<file path="src/rtl/mipi_dsi_pkg.sv">
// Shared definitions for the DSI HS packet parser: FSM states, DT codes, long-packet test.
// Latency: n/a (package only).
// Backpressure: n/a (package only).
package mipi_dsi_pkg;

    typedef enum logic [2:0] {
        ST_IDLE    = 3'd0,
        ST_SYNC    = 3'd1,
        ST_HDR     = 3'd2,
        ST_PAYLOAD = 3'd3,
        ST_CRC     = 3'd4,
        ST_DRAIN   = 3'd5
    } state_t;

    // Data types seen on the link (6-bit DT field of the DI byte)
    localparam logic [5:0] DT_DCS_SHORT_WR   = 6'h05;
    localparam logic [5:0] DT_DCS_SHORT_WR_P = 6'h15;
    localparam logic [5:0] DT_DCS_LONG_WR    = 6'h39;
    localparam logic [5:0] DT_RGB888_PACKED  = 6'h3E;
    localparam logic [5:0] DT_EOTP           = 6'h08;

    localparam logic [7:0]  SYNC_BYTE_DEFAULT = 8'hB8;
    localparam logic [15:0] MAX_WC_DEFAULT    = 16'd4096;

    // Long packets have DT[3] set and a non-zero low field; 0x08 (EoTp) stays short.
    function automatic logic is_long_dt(input logic [5:0] dt);
        return dt[3] && (dt[2:0] != 3'b000);
    endfunction

endpackage

</file>
<file path="src/rtl/mipi_dsi_hs_packet_parser.sv">
// Splits a lane-0 HS byte stream into DSI packets: header report, payload stream, CRC capture, errors.
// Latency: every output registered, one cycle after the accepted byte.
// Backpressure: none; bytes are consumed whenever hs_byte_valid is high.
// Ports: sys_clk/sys_rst_n; hs_burst_flag + hs_byte_data/hs_byte_valid in;
//        hdr_valid/pkt_di/pkt_wc/pkt_ecc/pkt_long, pay_data/pay_valid/pay_last,
//        crc_valid/pkt_crc, sync_err/hdr_err/trunc_err out.
module mipi_dsi_hs_packet_parser
    import mipi_dsi_pkg::*;
#(
    parameter logic [7:0]  SYNC_BYTE = SYNC_BYTE_DEFAULT,
    parameter logic [15:0] MAX_WC    = MAX_WC_DEFAULT
) (
    input  logic        sys_clk,
    input  logic        sys_rst_n,
    input  logic        hs_burst_flag,
    input  logic [7:0]  hs_byte_data,
    input  logic        hs_byte_valid,
    output logic        hdr_valid,
    output logic [7:0]  pkt_di,
    output logic [15:0] pkt_wc,
    output logic [7:0]  pkt_ecc,
    output logic        pkt_long,
    output logic [7:0]  pay_data,
    output logic        pay_valid,
    output logic        pay_last,
    output logic        crc_valid,
    output logic [15:0] pkt_crc,
    output logic        sync_err,
    output logic        hdr_err,
    output logic        trunc_err
);

    state_t      state;
    logic [1:0]  byte_idx;   // header byte index in HDR, CRC byte index in CRC
    logic [15:0] pay_cnt;    // payload bytes still to come
    logic        burst_q;
    logic [7:0]  di_r;
    logic [7:0]  wc_lo_r;
    logic [7:0]  wc_hi_r;
    logic [7:0]  crc_lo_r;

    logic        burst_rise;
    logic        burst_fall;
    logic [15:0] hdr_wc;
    logic        hdr_long;

    assign burst_rise = hs_burst_flag & ~burst_q;
    assign burst_fall = ~hs_burst_flag & burst_q;
    assign hdr_wc     = {wc_hi_r, wc_lo_r};
    assign hdr_long   = is_long_dt(di_r[5:0]);

    always_ff @(posedge sys_clk or negedge sys_rst_n) begin
        if (!sys_rst_n) begin
            state     <= ST_IDLE;
            byte_idx  <= 2'd0;
            pay_cnt   <= 16'd0;
            burst_q   <= 1'b0;
            di_r      <= 8'd0;
            wc_lo_r   <= 8'd0;
            wc_hi_r   <= 8'd0;
            crc_lo_r  <= 8'd0;
            hdr_valid <= 1'b0;
            pkt_di    <= 8'd0;
            pkt_wc    <= 16'd0;
            pkt_ecc   <= 8'd0;
            pkt_long  <= 1'b0;
            pay_data  <= 8'd0;
            pay_valid <= 1'b0;
            pay_last  <= 1'b0;
            crc_valid <= 1'b0;
            pkt_crc   <= 16'd0;
            sync_err  <= 1'b0;
            hdr_err   <= 1'b0;
            trunc_err <= 1'b0;
        end else begin
            burst_q   <= hs_burst_flag;
            hdr_valid <= 1'b0;
            pay_valid <= 1'b0;
            pay_last  <= 1'b0;
            crc_valid <= 1'b0;
            sync_err  <= 1'b0;
            hdr_err   <= 1'b0;
            trunc_err <= 1'b0;

            if (burst_fall) begin
                // Fall beats any byte in the same cycle; that byte is dropped.
                trunc_err <= ((state == ST_HDR) && (byte_idx != 2'd0)) ||
                             (state == ST_PAYLOAD) || (state == ST_CRC);
                state     <= ST_IDLE;
                byte_idx  <= 2'd0;
            end else begin
                case (state)
                    ST_IDLE: begin
                        // Bytes during the rise cycle are ignored; sync must follow.
                        if (burst_rise) begin
                            state <= ST_SYNC;
                        end
                    end

                    ST_SYNC: begin
                        if (hs_byte_valid) begin
                            byte_idx <= 2'd0;
                            if (hs_byte_data == SYNC_BYTE) begin
                                state <= ST_HDR;
                            end else begin
                                sync_err <= 1'b1;
                                state    <= ST_DRAIN;
                            end
                        end
                    end

                    ST_HDR: begin
                        if (hs_byte_valid) begin
                            byte_idx <= byte_idx + 2'd1;
                            case (byte_idx)
                                2'd0: di_r    <= hs_byte_data;
                                2'd1: wc_lo_r <= hs_byte_data;
                                2'd2: wc_hi_r <= hs_byte_data;
                                default: begin
                                    hdr_valid <= 1'b1;
                                    pkt_di    <= di_r;
                                    pkt_wc    <= hdr_wc;
                                    pkt_ecc   <= hs_byte_data;
                                    pkt_long  <= hdr_long;
                                    if (hdr_long) begin
                                        if (hdr_wc > MAX_WC) begin
                                            hdr_err <= 1'b1;
                                            state   <= ST_DRAIN;
                                        end else if (hdr_wc == 16'd0) begin
                                            state <= ST_CRC;
                                        end else begin
                                            pay_cnt <= hdr_wc;
                                            state   <= ST_PAYLOAD;
                                        end
                                    end
                                end
                            endcase
                        end
                    end

                    ST_PAYLOAD: begin
                        if (hs_byte_valid) begin
                            pay_data  <= hs_byte_data;
                            pay_valid <= 1'b1;
                            pay_cnt   <= pay_cnt - 16'd1;
                            if (pay_cnt == 16'd1) begin
                                pay_last <= 1'b1;
                                byte_idx <= 2'd0;
                                state    <= ST_CRC;
                            end
                        end
                    end

                    ST_CRC: begin
                        if (hs_byte_valid) begin
                            if (byte_idx == 2'd0) begin
                                crc_lo_r <= hs_byte_data;
                                byte_idx <= 2'd1;
                            end else begin
                                pkt_crc   <= {hs_byte_data, crc_lo_r};
                                crc_valid <= 1'b1;
                                byte_idx  <= 2'd0;
                                state     <= ST_HDR;
                            end
                        end
                    end

                    ST_DRAIN: begin
                        if (!hs_burst_flag) begin
                            state <= ST_IDLE;
                        end
                    end

                    default: begin
                        state    <= ST_IDLE;
                        byte_idx <= 2'd0;
                    end
                endcase
            end
        end
    end

endmodule

</file>
<file path="config.mk">
export PLATFORM = sky130hd
export DESIGN_NAME = mipi_dsi_hs_packet_parser
export DESIGN_NICKNAME = d
export VERILOG_FILES = /design/src/rtl/mipi_dsi_pkg.sv /design/src/rtl/mipi_dsi_hs_packet_parser.sv
export SDC_FILE = /design/constraint.sdc
export NUM_CORES = 1
export LEC_CHECK = 0
export ABC_AREA = 1
export CORE_ASPECT_RATIO = 0.6
export CORE_MARGIN = 1.5
export CORE_UTILIZATION = 50
export DETAILED_ROUTE_END_ITERATION = 12
export PLACE_DENSITY = 0.74
export SYNTH_ARGS = -nofsm -noshare
export SYNTH_HDL_FRONTEND = slang
export SYNTH_SLANG_ARGS = --single-unit
</file>
<file path="constraint.sdc">
create_clock -name sys_clk -period 2.87 [get_ports sys_clk]
set_input_delay 0.7175 -clock sys_clk [delete_from_list [all_inputs] [get_ports sys_clk]]
set_output_delay 0.7175 -clock sys_clk [all_outputs]
set_load 0.1 [all_outputs]
</file>
**After elaboration in Yosys (flattened, before gate mapping)**

Index checks and enable logic that the tools add are counted.

- $add $sub $neg: 2
- $mul: 0
- Div/mod/pow operators: 0
- $lt $le $gt $ge: 1
- Equality and inequality tests: 26
- Shift-type cells: 0
- Multiplexer cells: 56
- Bitwise operators: 7
- Reductions and logical operators: 22

Operator list:

| cell | number |
|---|---|
| two-way mux 16 bit | 6 |
| two-way mux 3 bit | 14 |
| case mux 16 bit (2 select lines) | 1 |
| two-way mux 1 bit | 27 |
| inequality test 3 bit, second input constant | 9 |
| AND reduction 4 bit | 6 |
| case mux 3 bit (6 select lines) | 1 |
| equality test 16 x 1 -> 1 bit, second input constant | 1 |
| greater-than comparator 16 x 13 -> 1 bit, second input constant | 1 |
| logical NOT 16 bit | 1 |
| subtractor 16 x 1 -> 16 bit, second input constant | 1 |
| two-way mux 2 bit | 6 |
| inequality test 2 bit, second input constant | 6 |
| case mux 2 bit (5 select lines) | 1 |
| AND reduction 10 bit | 1 |
| equality test 8 bit, second input constant | 1 |
| AND reduction 8 bit | 1 |
| equality test 3 x 2 -> 1 bit, second input constant | 2 |
| equality test 3 bit, second input constant | 2 |
| AND reduction 6 bit | 1 |
| inverter 1 bit | 5 |
| nonzero test 2 bit | 2 |
| equality test 3 x 1 -> 1 bit, second input constant | 1 |
| logical NOT 3 bit | 1 |
| other kinds (13) | 16 |

- Flip-flop bits (word level): 118
- Latch bits: 0
- Memory bits (writable): 0
- Bits in read-only memories: 0
- Bits of input ports: 12
- Output and inout bits: 64
- Logic and storage cells: 135
- Memories kept: 0

**Longest topological paths before layout**

Gate-level depths: netlist of the first run.

- Word-level depth: 8
- Gate-level depth with buffers: 11
- Mapped depth without buffers: 11

**Least setup slack after synthesis of the first run**

No wires, ideal clock.

- Path kind: input to register
- Start point: in hs_burst_flag
- End point: reg pkt_ecc[6]
- Data arrival time: 1.899 ns
- Required time: 2.739 ns
- Setup slack: 0.841 ns
- Cell stages on the path: 9
- Path buffers: 1
- Cells stage by stage: inv_1 > ha_1 > nor2_1 > inv_1 > nor2_2 > nand2_1 > clkbuf_1 > nand2_1 > o21ai_0

- Cells in the longest elaborated chain, start to end: 4

RTL lines:

| what | RTL line | text |
|---|---|---|
| start: declaration | mipi_dsi_hs_packet_parser.sv:15 | `input logic hs_burst_flag,` |
| inverter 1 bit | mipi_dsi_hs_packet_parser.sv:48 | `assign burst_fall = ~hs_burst_flag & burst_q;` |
| AND 1 bit | mipi_dsi_hs_packet_parser.sv:48 |  |
| inverter 1 bit (no source line) | -- |  |
| AND reduction 4 bit (no source line) | -- |  |
| end signal: assignment | mipi_dsi_hs_packet_parser.sv:123 | `pkt_ecc <= hs_byte_data;` |
| end: declaration | mipi_dsi_hs_packet_parser.sv:21 | `output logic [7:0] pkt_ecc,` |

Every way passes these cells.
A chain may end at the register's enable or synchronous reset.

**Final worst setup path of the first run**

- Start point: in hs_burst_flag
- End point: reg pkt_wc[5]

- Cells in the longest elaborated chain, start to end: 4

RTL lines:

| what | RTL line | text |
|---|---|---|
| inverter 1 bit | mipi_dsi_hs_packet_parser.sv:48 |  |
| AND 1 bit | mipi_dsi_hs_packet_parser.sv:48 |  |
| inverter 1 bit (no source line) | -- |  |
| AND reduction 4 bit (no source line) | -- |  |
| end signal: assignment | mipi_dsi_hs_packet_parser.sv:122 | `pkt_wc <= hdr_wc;` |
| end: declaration | mipi_dsi_hs_packet_parser.sv:20 | `output logic [15:0] pkt_wc,` |

Every way passes these cells.

==> results of run 1 <==
==> final cells by class <==
type	instances	area [um2]
Fill cell	832	3450
Sequential cell	118	2950
Multi-Input combinational cell	433	1950
Timing Repair Buffer	83	661
Clock buffer	24	492
Inverter	57	214
Tap cell	135	169
Clock inverter	8	96.3
==> cells by family after synthesis <==
| kind of cell | share of synthesized area |
|---|---|
| AND/OR/NAND/NOR | 0.236 |
| flip-flops | 0.567 |
| AO/OA/AOI/OAI | 0.105 |
| buffers and inverters | 0.0584 |
| XOR/XNOR | 0.0151 |
| adder cells (fa/ha/maj) | 0.0168 |
| multiplexers | 0.00192 |
==> power groups by stage <==
stage | logic [mW] | registers, mW | clock network [mW]
final | 3.68 | 2.37 | 2.09
after detailed placement | 3.62 | 2.38 | 0
after global routing | 4.04 | 2.43 | 2.19
after CTS | 3.66 | 2.37 | 2.11
after global placement | 3.55 | 2.38 | 0
after floorplan | 1.64 | 3.54 | 0
==> per-layer routing <==
metal / global-route usage / wire length (um) / up-vias
li1: - / - / 2155
met1: 0.372 / 6280 / 2117
met2: 0.390 / 5660 / 165
met3: 0.0704 / 968 / 14
met4: 0.0946 / 130 / 0
met5: 0 / 0 / -
==> worst reg2reg max path, cell delays in order (launching register included) <==
cell,delay (ns)
dfrtp_1,0.52
clkinv_1,0.21
nand3_2,0.15
inv_2,0.09
nand2_1,0.10
nor3b_2,0.18
nand2_2,0.10
buf_4,0.22
nand2_1,0.08
o21ai_1,0.07
==> worst paths after layout <==
kind	to	slack [ns]	depth (start not counted)
max reg2reg	pay_cnt[3]	1.03	9
max	pkt_wc[5]	0.57	10
max in group asynchronous	wc_lo_r[4]	1.95	2
min reg2reg	pkt_di[7]	0.47	2
min	pkt_ecc[6]	0.25	1
min in group sys_clk	pkt_di[7]	0.47	2
==> placed cells by master, fill, tap and decap left out, types with 2 or more instances in the layout <==
cell / synthesis / routed
clkbuf_1: 10 / 3
clkbuf_16: 0 / 17
nand2_2: 2 / 2
xor2_1: 7 / 7
clkdlybuf4s50_1: 0 / 10
nand4_1: 4 / 4
clkinv_2: 0 / 4
inv_2: 9 / 9
nand2_1: 223 / 223
o21ai_1: 30 / 30
xnor2_1: 2 / 2
bufinv_16: 0 / 2
o21ai_0: 71 / 71
nor2_1: 47 / 47
clkbuf_8: 0 / 4
nor2_2: 3 / 3
ha_1: 7 / 7
nand3_1: 24 / 24
inv_1: 47 / 47
a21oi_1: 7 / 7
buf_4: 3 / 72
dfrtp_1: 118 / 118
==> registers in the layout, summed over array words and instances (netlist names) <==
name / flops
pkt_wc: 16
pkt_ecc: 8
wc_lo_r: 8
byte_idx: 2
pkt_long: 1
pkt_di: 8
burst_q: 1
pay_last: 1
state: 3
hdr_valid: 1
pay_valid: 1
pkt_crc: 16
di_r: 8
wc_hi_r: 8
pay_data: 8
crc_valid: 1
pay_cnt: 16
trunc_err: 1
sync_err: 1
hdr_err: 1
crc_lo_r: 8
==> per-stage QoR <==
| step | setup WS, ns | power (mW) |
|---|---|---|
| 6_report | 0.567 | 8.15 |
| 5_1_grt | 0.337 | 8.65 |
| 4_1_cts | 0.591 | 8.14 |
| 3_5_place_dp | 0.164 | 6.01 |
| 3_3_place_gp | 0.236 | 5.93 |
| 2_1_floorplan | 0.841 | 5.18 |
==> impl_metrics.json, run 1 <==
{
  "p_int_mw": 4.39,
  "rsz0062_at_grt": "false",
  "critPathLaunch": "hs_burst_flag",
  "critPathSlowestCell": "clkdlybuf4s50_1",
  "wl_per_cell_um": 15.2,
  "dieArea_um2": 11100,
  "crit_family": "buffers and inverters",
  "yosys.area.top_type": "dfrtp_1",
  "port_buffers": 75,
  "max_stage_delay_ns": 0.50,
  "worstSetupStartpointType": "input pin",
  "grt_util_all_layers": 0.262,
  "placed_cells": 826,
  "fmax_mhz": 434,
  "yosysSeqAreaShare": 0.567,
  "setup_tns_ns": 0,
  "core_area_um2": 9980,
  "syn_avg_cell_area_um2": 8.31,
  "synth-main-ff-cell": "dfrtp_1",
  "die_x_um": 135,
  "cts_tree": "built",
  "p_leak_nw": 3.40,
  "insertion_delay_ns": 0.42,
  "gp_congestion": 0.879,
  "p_sw_mw": 3.75,
  "cp-end-kind": "flop",
  "rr_startpoint": "state[2]",
  "fin_crit_ns": 2.30,
  "worst_slew_pin_slew_ns": 0.494,
  "ys_top_cells_by_area": "dfrtp_1 (57%), nand2_1 (16%), o21ai_0 (6.8%), inv_1 (3.4%), nor2_1 (3.4%)",
  "postPlaceCellArea_um2": 5950,
  "vias": 4451,
  "grt_pass1_vias": 4230,
  "cp_data_required_time_ns": 3.14,
  "cts_max_path_buffers": 2,
  "finalMaxSlewViolations": 0,
  "wirelength_um": 13000,
  "fp-row-count": 28,
  "overflow": 0,
  "fin_crit_sh": 0.802,
  "htree_levels": 4,
  "final_area_um2": 6540,
  "hold_buffers": 0,
  "async_flop_share": 1.00,
  "drive_gt1_frac": 0.165,
  "grt_pass1_wl_um": 21500,
  "crit_type": "in2reg",
  "switching_share": 0.461,
  "grt_antenna_before_repair": 0,
  "synth_edf_count": 0,
  "peakVddDrop_mv": 0.946,
  "synth_cell_types": 25,
  "stdcell_count": 858,
  "crit_arrival_ns": 2.58,
  "yosys_warnings": 0,
  "synth_area_um2": 5210,
  "power_frac_seq": 0.292,
  "fp.dieH_um": 82.1,
  "status": "finished clean",
  "critical_path_buf_inv_count": 4,
  "avgViaCountPerCell": 5.19,
  "p_per_area_nw_per_um2": 1250,
  "root_buffer": "clkbuf_16",
  "setup_viol": 0,
  "drv_cap": 0,
  "worstPathCellList": "clkdlybuf4s50_1 -> inv_1 -> ha_1 -> nor2_1 -> inv_1 -> nor2_2 -> nand2_1 -> buf_4 -> nand2_1 -> o21ai_0",
  "synthCells": 627,
  "antenna_left": 0,
  "drtIter0Drc": 357,
  "synth_nets": 646,
  "path_clk_slew_ns": 0.05,
  "area_growth_pct": 25.5,
  "clock_power_share": 0.256,
  "initial_utilization": 0.522,
  "post-route-drc-count": 0,
  "utilization": 0.655,
  "finClkSkew_ns": 0.0115,
  "grt_start_max_net_pins": 45,
  "diodes": 0,
  "synth_most_common_cell": "nand2_1",
  "ys_ff_latch": 118,
  "clock-sinks": 118,
  "synth_top_area_frac": 0.567,
  "p_comb_frac": 0.452,
  "hpwl_um": 9020,
  "pin_count": 76,
  "nNetsFinal": 729,
  "cts_buffers": 17,
  "post-cts-setup-buffer-count": 0,
  "ys_top_cells_by_count": "nand2_1 (223), dfrtp_1 (118), o21ai_0 (71), inv_1 (47), nor2_1 (47)",
  "firstDrtPassIters": 5,
  "fin_hold_ws_ns": 0.255,
  "cp_max_fo": 26,
  "slew_headroom": 0.670,
  "hold_path_class": "in2async",
  "cts_resized": 0,
  "finalHoldViolCount": 0
}
(Power assumes the default switching activity.)
==> run 2: changes to the inputs <==
==> constraint.sdc (replaced) <==
create_clock -name sys_clk -period 2.2 [get_ports sys_clk]
set_input_delay 0.55 -clock sys_clk [delete_from_list [all_inputs] [get_ports sys_clk]]
set_output_delay 0.55 -clock sys_clk [all_outputs]
set_load 0.1 [all_outputs]
==> run 2 against run 1 <==
  * Clock power increased by 31%
  * Die area unchanged
  * Non-clock buffer count increased by 17
  * Hold slack got worse by 0.17 ns
  * Via count increased by 1.8%
  * Sequential power increased by 32%
  * Register-to-register slack got worse by 0.60 ns
  * Sequential share of layout area decreased by 1.3 points
  * Flip-flop and latch count unchanged
  * Setup slack got worse by 0.39 ns
  * Core utilization increased by 1.9 points
  * Critical endpoint is now pkt_crc[3]
  * Largest power group unchanged
==> impl_metrics.json, run 2 (synthesis results as in run 1) <==
{
  "area_growth_pct": 29.1,
  "path_clk_slew_ns": 0.05,
  "drive_gt1_frac": 0.185,
  "wirelength_um": 13200,
  "ff_latch_area_um2": 2950,
  "cts_tree": "built",
  "rsz0062_at_grt": "false",
  "nNetsFinal": 746,
  "p_comb_frac": 0.448,
  "hold_buffers": 0,
  "utilization": 0.674,
  "grt_start_max_net_pins": 44,
  "fin_crit_ns": 2.03,
  "top_regs": "pay_cnt x16, pkt_crc x16, pkt_wc x16",
  "fmax_mhz": 494,
  "post-cts-setup-buffer-count": 0,
  "grt_util_all_layers": 0.258,
  "core_area_um2": 9980,
  "finalMaxSlewViolations": 0,
  "final_common_cell": "nand2_1",
  "clock-sinks": 118,
  "n_fill_cell": 794,
  "cp_max_fo": 32,
  "pre_cts_slack_ns": -0.229,
  "p_sw_mw": 4.90,
  "insertion_delay_ns": 0.41,
  "finalWorstSetupSlack_ns": 0.175,
  "crit_type": "in2reg",
  "avgViaCountPerCell": 5.18,
  "htree_levels": 4,
  "finClkSkew_ns": 0.0117,
  "p_leak_nw": 3.49,
  "post-route-drc-count": 0,
  "peakVddDrop_mv": 1.45,
  "antenna_left": 0,
  "grt_pass1_vias": 4248,
  "cp-end-kind": "flop",
  "dieArea_um2": 11100,
  "fin_crit_sh": 0.921,
  "clock_power_share": 0.257,
  "wl_per_cell_um": 15.1,
  "cp_data_required_time_ns": 2.47,
  "hold_path_class": "in2async",
  "fp.dieH_um": 82.1,
  "fp-row-count": 28,
  "drv_cap": 0,
  "cts_buffers": 17,
  "p_int_mw": 5.70,
  "crit_arrival_ns": 2.29,
  "power_frac_seq": 0.294,
  "p_per_area_nw_per_um2": 1580,
  "cts_max_path_buffers": 2,
  "worst_slew_pin_slew_ns": 0.454,
  "setup_tns_ns": 0,
  "diodes": 0,
  "port_buffers": 75,
  "pin_count": 76,
  "setup_viol": 0,
  "root_buffer": "clkbuf_16",
  "grt_pass1_wl_um": 21400,
  "cts_resized": 0,
  "drtIter0Drc": 386,
  "firstDrtPassIters": 6,
  "slew_headroom": 0.697,
  "finalHoldViolCount": 0,
  "overflow": 0,
  "switching_share": 0.462,
  "status": "finished clean",
  "gp_congestion": 0.913,
  "final_cell_mix": "nand2_1 (223), dfrtp_1 (118), buf_4 (84)",
  "die_x_um": 135,
  "vias": 4529,
  "final_area_um2": 6730,
  "initial_utilization": 0.522,
  "postPlaceCellArea_um2": 6140,
  "multi_input_area_um2": 1950,
  "worstSetupStartpointType": "input pin",
  "hpwl_um": 9060,
  "grt_antenna_before_repair": 0
}
[run 2: cell count changes in the layout (fill, tap and decap cells not counted), sizes merged]
| cell | previous run | this run |
|---|---|---|
| clkinv | 6 | 3 |
| clkinvlp | 1 | 7 |
| clkbuf | 24 | 21 |
| buf | 73 | 90 |
[run 2: metal layers]
layer,share of wire,track usage
met1,0.49,0.380
met2,0.44,0.384
met3,0.067,0.0549
met4,0.0089,0.0785
met5,0,0
[run 2: path summary, 6_finish.rpt]
path,startpoint,to,slack (ns),cells past startpoint
min reg2reg,pay_cnt[14],pay_cnt[14],0.48,2
max reg2reg,state[2],state[2],0.43,7
min in group sys_clk,pay_cnt[14],pay_cnt[14],0.48,2
max,hs_burst_flag,pkt_crc[3],0.17,10
max in group asynchronous,sys_rst_n,crc_valid,1.50,2
min,sys_rst_n,pkt_di[5],0.09,1
[run 2: worst max-delay path: stages]
cell	delay, ns
clkdlybuf4s50_1	0.48
inv_1	0.05
ha_1	0.20
nor2_1	0.16
inv_1	0.09
buf_4	0.15
nor3_2	0.16
inv_2	0.23
nand2_1	0.11
o21ai_0	0.10
[run 2: final cells by class]
| type | instances | area share |
|---|---|---|
| clock inverters | 11 | 0.0188 |
| well taps | 135 | 0.0251 |
| repair buffers | 100 | 0.127 |
| multi-input cells | 433 | 0.290 |
| clock buffers | 21 | 0.0685 |
| inverters | 57 | 0.0318 |
| flip-flops and latches | 118 | 0.439 |
[run 2: power by group through the flow]
stage | clock [mW] | combinational, mW | sequential [mW]
2_1_floorplan | 0 | 2.14 | 4.62
3_3_place_gp | 0 | 4.61 | 3.12
3_5_place_dp | 0 | 4.71 | 3.12
4_1_cts | 2.75 | 4.74 | 3.11
5_1_grt | 2.85 | 5.23 | 3.18
6_report | 2.73 | 4.75 | 3.12
[run 2: per-stage QoR]
| step | total power [mW] | instances | hold WS (ns) |
|---|---|---|---|
| floorplan | 6.76 | 627 | 0.254 |
| global placement | 7.74 | 843 | 0.452 |
| detailed placement | 7.83 | 843 | 0.464 |
| CTS | 10.6 | 875 | 0.0919 |
| global route | 11.3 | 875 | 0.112 |
| finish | 10.6 | 875 | 0.0869 |
==> run 3: changes to the inputs <==
--- a/config.mk
+++ b/config.mk
@@ -6,11 +6,13 @@
 export NUM_CORES = 1
 export LEC_CHECK = 0
 export ABC_AREA = 1
+export CELL_PAD_IN_SITES_DETAIL_PLACEMENT = 0
+export CELL_PAD_IN_SITES_GLOBAL_PLACEMENT = 1
 export CORE_ASPECT_RATIO = 0.6
 export CORE_MARGIN = 1.5
-export CORE_UTILIZATION = 50
+export CORE_UTILIZATION = 40
 export DETAILED_ROUTE_END_ITERATION = 12
-export PLACE_DENSITY = 0.74
+export PLACE_DENSITY_LB_ADDON = 0.1
 export SYNTH_ARGS = -nofsm -noshare
 export SYNTH_HDL_FRONTEND = slang
 export SYNTH_SLANG_ARGS = --single-unit
==> run 3 against run 2 <==
  * First-iteration DRC count is 47% lower
  * Non-clock buffer count grew 1
  * Largest power group unchanged
  * Core utilization fell by 14 points
  * Hold slack gained 0.0081 ns
  * Cell count increased by 4.1%
  * Sequential power hardly changed
  * Largest cell class unchanged
  * Register-to-register slack got worse by 0.07 ns
  * Clock-buffer cell count is 3 lower
==> impl_metrics.json, run 3 (synthesis results as in run 1) <==
{
  "firstDrtPassIters": 4,
  "worst_slew_pin_slew_ns": 0.489,
  "dieArea_um2": 13700,
  "crit_family": "buffers and inverters",
  "max_stage_delay_ns": 0.47,
  "grt_start_max_net_pins": 55,
  "utilization": 0.529,
  "finalWorstSetupSlack_ns": 0.165,
  "status": "finished clean",
  "cp_max_fo": 32,
  "vias": 4369,
  "nNetsFinal": 747,
  "clock_power_share": 0.259,
  "grt_pass1_vias": 4153,
  "core_area_um2": 12800,
  "insertion_delay_ns": 0.41,
  "fp.dieH_um": 91.4,
  "crit_arrival_ns": 2.32,
  "overflow": 0,
  "final_common_cell": "nand2_1",
  "cts_buffers": 17,
  "power_frac_seq": 0.292,
  "hold_path_class": "in2async",
  "avgViaCountPerCell": 4.80,
  "critical_path_buf_inv_count": 5,
  "cp-end-kind": "flop",
  "fin_crit_sh": 0.925,
  "cts_tree": "built",
  "p_int_mw": 5.68,
  "top_regs": "pay_cnt x16, pkt_crc x16, pkt_wc x16",
  "grt_util_all_layers": 0.213,
  "dr.max_layer_used": "met4",
  "met2_length_um": 5570,
  "hpwl_um": 9690,
  "p_total_mw": 10.6,
  "antenna_left": 0,
  "wirelength_um": 13600,
  "drtIter0Drc": 206,
  "p_per_area_nw_per_um2": 1570,
  "path_clk_slew_ns": 0.06,
  "rsz0062_at_grt": "false",
  "p_sw_mw": 4.96,
  "m1WireLength_um": 7270,
  "peakVddDrop_mv": 1.54,
  "dr_wl_met3_um": 606,
  "post-cts-setup-buffer-count": 0,
  "area_growth_pct": 29.8,
  "wl_per_cell_um": 14.9,
  "pin_count": 76,
  "fmax_mhz": 491,
  "port_buffers": 75,
  "fin_crit_ns": 2.03,
  "crit_type": "in2reg",
  "root_buffer": "clkbuf_16",
  "gp_congestion": 0.826,
  "die_x_um": 150,
  "grt_pass1_wl_um": 22100,
  "switching_share": 0.466,
  "critPathSlowestCell": "clkdlybuf4s50_1",
  "clock-sinks": 118,
  "cp_data_required_time_ns": 2.48,
  "final_cell_mix": "nand2_1 (223), dfrtp_1 (118), buf_4 (87)",
  "critPathMostFrequentCell": "inv_1",
  "post-route-drc-count": 0,
  "drive_gt1_frac": 0.189,
  "slew_headroom": 0.674,
  "finClkSkew_ns": 0.00921,
  "worstSetupStartpointType": "input pin",
  "initial_utilization": 0.408,
  "fp-row-count": 32,
  "drv_cap": 0,
  "htree_levels": 4,
  "pre_cts_slack_ns": -0.306,
  "p_leak_nw": 3.50,
  "worstPathCellList": "clkdlybuf4s50_1 -> inv_1 -> ha_1 -> nor2_1 -> inv_1 -> buf_4 -> nor3_2 -> inv_4 -> nand2_1 -> o21ai_0",
  "grt_antenna_before_repair": 0,
  "diodes": 0,
  "finalMaxSlewViolations": 0,
  "setup_viol": 0,
  "cts_max_path_buffers": 2,
  "finalHoldViolCount": 0,
  "p_comb_frac": 0.449
}
[run 3: repair_timing]
action                                  in CTS  in global routing
endpoints found under the setup margin       0                  3
hold buffers                                 0                  0
endpoints found under the hold margin        0                  0
resized for setup                            0                  2
[run 3: path summary, 6_finish.rpt]
check                               from          to  slack (ns)  cells after the start
hold reg to reg                  di_r[7]   pkt_di[7]        0.47                      2
setup / recovery           hs_burst_flag  pkt_crc[2]        0.17                     10
min in group sys_clk             di_r[7]   pkt_di[7]        0.47                      2
max in group asynchronous      sys_rst_n  pkt_crc[3]        1.48                      2
setup reg to reg             pay_cnt[10]    state[1]        0.36                     10
hold / removal                 sys_rst_n  pay_cnt[4]         0.1                      1
[run 3: power groups by stage]
stage,clock network [mW],logic [mW],registers (mW)
floorplan,0,2.14,4.62
global placement,0,4.74,3.12
detailed placement,0,4.78,3.13
CTS,2.80,4.80,3.11
finish,2.75,4.78,3.11
global route,2.92,5.27,3.17
[run 3: area by class of cell]
| type | instances | area (um2) |
|---|---|---|
| fillers | 1207 | 6010 |
| flip-flops and latches | 118 | 2950 |
| multi-input cells | 433 | 1950 |
| repair buffers | 101 | 833 |
| clock buffers | 18 | 439 |
| inverters | 57 | 216 |
| well taps | 170 | 213 |
| clock inverters | 14 | 153 |
[run 3: metrics by stage]
stage	cells	setup TNS, ns	hold slack (ns)	area [um2]
after detailed placement	879	-14.42	0.458	6160
after global routing	911	0	0.118	6760
after CTS	911	0	0.108	6760
final	911	0	0.0950	6760
after global placement	879	-11.16	0.464	6160
after floorplan	627	0	0.254	5210
[run 3: per-layer routing]
layer,GRT usage,vias up
met2,0.292,91
met1,0.333,2072
met5,0,-
li1,-,2198
met3,0.0518,8
met4,0.0490,0
